[config.mk]
export PLATFORM = sky130hd
export DESIGN_NAME = reg_wr_arb
export DESIGN_NICKNAME = d
export VERILOG_FILES = /design/src/rtl/reg_wr_arb_pkg.sv /design/src/rtl/reg_wr_arb_ldreg.sv /design/src/rtl/rr_pick2.sv /design/src/rtl/reg_wr_arb.sv
export SDC_FILE = /design/constraint.sdc
export NUM_CORES = 1
export LEC_CHECK = 0
export ABC_AREA = 1
export CORE_UTILIZATION = 50
export CTS_CLUSTER_DIAMETER = 40
export DETAILED_ROUTE_END_ITERATION = 6
export DONT_BUFFER_PORTS = 1
export PLACE_DENSITY = 0.65
export SETUP_SLACK_MARGIN = 0.15
export SKIP_LAST_GASP = 1
export SYNTH_ARGS = -nofsm -noshare
export SYNTH_HDL_FRONTEND = slang
export SYNTH_SLANG_ARGS = --single-unit
[constraint.sdc]
create_clock -name ck -period 0.9 [get_ports ck]
set_input_delay 0.18 -clock ck [delete_from_list [all_inputs] [get_ports ck]]
set_output_delay 0.18 -clock ck [all_outputs]
set_load 0.005 [all_outputs]
[src/rtl/reg_wr_arb_pkg.sv]
// rtl/reg_wr_arb_pkg.sv - shared types and default widths for the register write arbiter
package reg_wr_arb_pkg;

    localparam int N_DEF  = 4;
    localparam int CW_DEF = 4;

    typedef enum logic [1:0] {
        ST_IDLE = 2'b00,
        ST_WR   = 2'b01,
        ST_ACK  = 2'b10
    } state_t;

    function automatic logic [1:0] onehot2(input logic idx);
        return idx ? 2'b10 : 2'b01;
    endfunction

endpackage

[src/rtl/reg_wr_arb_ldreg.sv]
// rtl/reg_wr_arb_ldreg.sv - load-enabled n-bit register clocked on the falling edge
module reg_wr_arb_ldreg #(
    parameter int W = 4
) (
    input  logic         ck,
    input  logic         rst,
    input  logic         ld,
    input  logic [W-1:0] d,
    output logic [W-1:0] q
);

    always_ff @(negedge ck or posedge rst) begin
        if (rst) begin
            q <= '0;
        end else if (ld) begin
            q <= d;
        end
    end

endmodule

[src/rtl/rr_pick2.sv]
// rtl/rr_pick2.sv - combinational two-way round-robin picker
module rr_pick2 (
    input  logic [1:0] req,
    input  logic       ptr,
    output logic [1:0] win,
    output logic       valid
);

    always_comb begin
        win = 2'b00;
        case (req)
            2'b01:   win = 2'b01;
            2'b10:   win = 2'b10;
            2'b11:   win = ptr ? 2'b10 : 2'b01;
            default: win = 2'b00;
        endcase
    end

    assign valid = |req;

endmodule

[src/rtl/reg_wr_arb.sv]
// rtl/reg_wr_arb.sv - two-requester round-robin write sequencer for a shared register
// Optional grant locking is built when REG_WR_ARB_LOCK_EN is defined.
module reg_wr_arb
    import reg_wr_arb_pkg::*;
#(
    parameter int n  = N_DEF,
    parameter int CW = CW_DEF
) (
    input  logic          ck,
    input  logic          rst,
    input  logic          req0,
    input  logic [n-1:0]  d0,
    input  logic          req1,
    input  logic [n-1:0]  d1,
`ifdef REG_WR_ARB_LOCK_EN
    input  logic          lock0,
    input  logic          lock1,
`endif
    output logic          ack0,
    output logic          ack1,
    output logic [1:0]    gnt,
    output logic          busy,
    output logic [n-1:0]  q,
    output logic [CW-1:0] wcnt
);

    state_t        r_state;
    logic          r_win;
    logic          r_ptr;
    logic [1:0]    r_gnt;
    logic [1:0]    r_ack;
    logic          r_busy;
    logic [CW-1:0] r_wcnt;

    logic [1:0]    w_win;
    logic          w_valid;
    logic          w_load;
    logic [n-1:0]  w_data;
    logic          w_keep;

    rr_pick2 u_pick (
        .req   ({req1, req0}),
        .ptr   (r_ptr),
        .win   (w_win),
        .valid (w_valid)
    );

    // Winner's data is taken live during WR; requesters hold it stable until ack.
    assign w_load = (r_state == ST_WR);
    assign w_data = r_win ? d1 : d0;

`ifdef REG_WR_ARB_LOCK_EN
    assign w_keep = r_win ? lock1 : lock0;
`else
    assign w_keep = 1'b0;
`endif

    always_ff @(negedge ck or posedge rst) begin
        if (rst) begin
            r_state <= ST_IDLE;
            r_win   <= 1'b0;
            r_ptr   <= 1'b0;
            r_gnt   <= 2'b00;
            r_ack   <= 2'b00;
            r_busy  <= 1'b0;
            r_wcnt  <= '0;
        end else begin
            case (r_state)
                ST_IDLE: begin
                    if (w_valid) begin
                        r_win   <= w_win[1];
                        r_gnt   <= w_win;
                        r_busy  <= 1'b1;
                        r_state <= ST_WR;
                    end
                end
                ST_WR: begin
                    r_gnt   <= 2'b00;
                    r_ack   <= onehot2(r_win);
                    r_wcnt  <= r_wcnt + CW'(1);
                    r_state <= ST_ACK;
                end
                ST_ACK: begin
                    r_ack   <= 2'b00;
                    r_busy  <= 1'b0;
                    r_ptr   <= w_keep ? r_win : ~r_win;
                    r_state <= ST_IDLE;
                end
                default: begin
                    r_gnt   <= 2'b00;
                    r_ack   <= 2'b00;
                    r_busy  <= 1'b0;
                    r_state <= ST_IDLE;
                end
            endcase
        end
    end

    reg_wr_arb_ldreg #(.W(n)) u_reg (
        .ck  (ck),
        .rst (rst),
        .ld  (w_load),
        .d   (w_data),
        .q   (q)
    );

    assign gnt  = r_gnt;
    assign ack0 = r_ack[0];
    assign ack1 = r_ack[1];
    assign busy = r_busy;
    assign wcnt = r_wcnt;

endmodule

==> impl_results.md <==
- Status: finished, violations left
- Failing checks: negative setup slack
- CP Launch Type: flop
- Total power: 0.004476 W
- CORE AREA: 1318 um^2
- Clock share of power: 0.088
- Clk sinks: 17
- Leakage: roughly 0.55 nW
- Fillers: roughly 60
- Worst slew margin: 0.7577
- Clock skew: 3.701 ps
- Initial antenna violation count: 0
- Worst-Margin Slew: 362.7 ps
- Nets: 117
- Global-route wire length before repair: 2.718 mm
- H-tree level count: 1
- CTS Root Cell: clkbuf_4
- PwrDens: 3859 nW/um^2
- Area grow syn2layout: 60.10%
- Detail Placement HPWL: about 1.0 mm
- Synth Register Bits: 17
- Io pins: 25
- Register area: 425.4 um^2
- RePlAce Congestion: 0.6295
- Worst path arrival time: ~1200 ps
- IO buf count: 0
- GRT Resource Usage Total: 0.2627
- CP Data Required Time: 720 ps
- Final setup vio count: 30
- Pint: 0.002664 W
- Die area: about 1600 um^2
- Iter 0 DRT Violations: 9
- Max FO, Critical Path: 4
- Rows: 13
- Switch share: 0.4047
- Grt total ovfl: 0
- Synth area leader: dfrtn_1
- Max-Cap Viols: 0
- Cell variety after synth: 15
- Final WS setup: -491.6 ps
- Power share of the combinational group: 0.571
- Number of global-route vias before repair: 657
- Most frequent cells in the layout: nand2_1 (20), dfrtn_1 (17), nand3_2 (10)
- Kind of critical path: reg -> out
- Share of layout cells above drive strength 1: 0.5243
- Initial Util: 0.5499
- Hold Fails Final Rpt: 0
- Worst skew pair latency: ~280 ps
- Final Slew Violations: 0
- DRT Wirelength: between 1.5 and 2 mm
- Routed length per instance: 16.11 um
- Netlist Area Pre-Place: 724.4 um^2
- Via count: between 600 and 700
- Commonest non-fill, non-tap cell in the layout: nand2_1
- Core Util, Final: 0.8803
- Sw Pwr: 0.001811 W
- Synth Instances: 80
- RSZ-0062 raised after global routing: yes
- Ant diodes: 0
- Multi-input gate area in the final layout: 437.9 um^2
- Drt pass-1 iters: 3
- TritonCTS clock tree: yes
- Die width: 40.07 um
- Antenna Violating Nets Remaining: 0
- Synth warn: 0
- DR vias/cell: roughly 5.5
- Synth area leaders: dfrtn_1 (59%), nand2_1 (14%), nand3_1 (9.7%), o21ai_0 (3.5%), inv_1 (2.1%)
- Post-Syn Nets: 93
- Sequential share of the synthesized area: 0.5872
- Worst VDD drop: between 2000 and 2500 uV
- Maximum root-to-sink buffer count: 2
- Critical path capture point type: output pin
- Worst Hold Class: in -> async
- Mean post-synth cell area: 9.056 um^2
- Residual DRC: 0
- Largest net degree at the start of global routing: 18
- Post-CTS Hold Fix Bufs: 0
- Sequential power share: 0.341
- Die Span Y: about 40 um
- CTS buffer count: 3
- Clock transition at path regs: 70 ps
- Area share of the largest cell type after synthesis: 0.5872
## power by group through the flow
| stage | logic [W] | clock network, W | registers [W] |
|---|---|---|---|
| final | 0.00256 | 0.000393 | 0.00153 |
| after global routing | 0.00274 | 0.000435 | 0.00158 |
| after CTS | 0.00223 | 0.000414 | 0.00149 |
| after detailed placement | 0.00146 | 0 | 0.00148 |
| after global placement | 0.00141 | 0 | 0.00148 |
| after floorplan | 0.000884 | 0 | 0.00147 |
## cells in the mapped netlist
cell type	count
inv_2	2
inv_1	4
o21ai_0	5
nor2_4	1
xnor2_1	1
nand2_1	27
ha_1	1
buf_6	1
nand2_2	1
o21ai_1	1
nor2_1	3
nand3b_1	1
nand3_1	14
dfrtn_1	17
nor2_2	1
## per-stage QoR
stage,instance area (um^2),std cells,setup slack (ps),hold slack [ps],setup TNS (ps)
after floorplan,783.3,80,-171.4,354.3,-2449
after global placement,885.9,105,-174.0,394.4,-3062
after CTS,1087,117,-505.8,74.90,-8048
after global routing,1160,118,-512.9,96.16,-10070
final,1160,118,-491.6,74.33,-9066
after detailed placement,885.9,105,-186.7,394.8,-3348
## cell type report
class                           count  share of cell area
Timing Repair Buffer               19              0.1920
Sequential cell                    17              0.3668
Tap cell                           15             0.01618
Inverter                            6             0.02481
Multi-Input combinational cell     57              0.3776
Clock buffer                        4             0.02265
## flip-flops by register name, indices dropped and copies added (netlist names)
register / count
gnt: 2
r_ptr: 1
r_state: 2
r_win: 1
wcnt: 4
u_reg.q: 4
busy: 1
r_ack: 2
## kinds of logic after synthesis
| group | synth area share |
|---|---|
| adders and majority gates | 0.01727 |
| DFF | 0.5872 |
| and+or+nand+nor | 0.2954 |
| buffers and inverters | 0.04663 |
| AOI/OAI and AO/OA | 0.04144 |
| xor gates and xnor gates | 0.01209 |
## routing by layer
metal	global-route usage	vias up	routed length [um]	part of all wire
met5	0	-	0	0
met1	0.2847	321	797	0.42
met3	0.05556	2	63	0.033
li1	-	307	-	-
met4	0.08621	0	6	0.0032
met2	0.4960	17	1034	0.54
## worst paths after layout
kind / from / end / slack [ps] / depth (start not counted)
worst max-delay path: wcnt[1] / wcnt[1] / -490 / 0
worst min-delay path: rst / gnt[1] / 70 / 1
worst max register to register: r_state[1] / u_reg.q[1] / -260 / 5
worst min register to register: r_ptr / r_ptr / 470 / 2
max in group asynchronous: rst / r_state[1] / 560 / 1
min in group ck: d1[0] / u_reg.q[0] / 360 / 2
## timing repair
action / 4_1_cts / 5_1_grt
endpoints found under the setup margin: 30 / 30
cloned: 2 / 0
pin swaps: 6 / 6
buffers inserted: 6 / 1
resized for setup: 23 / 10
Note: power is estimated with default switching activity, not from simulation.
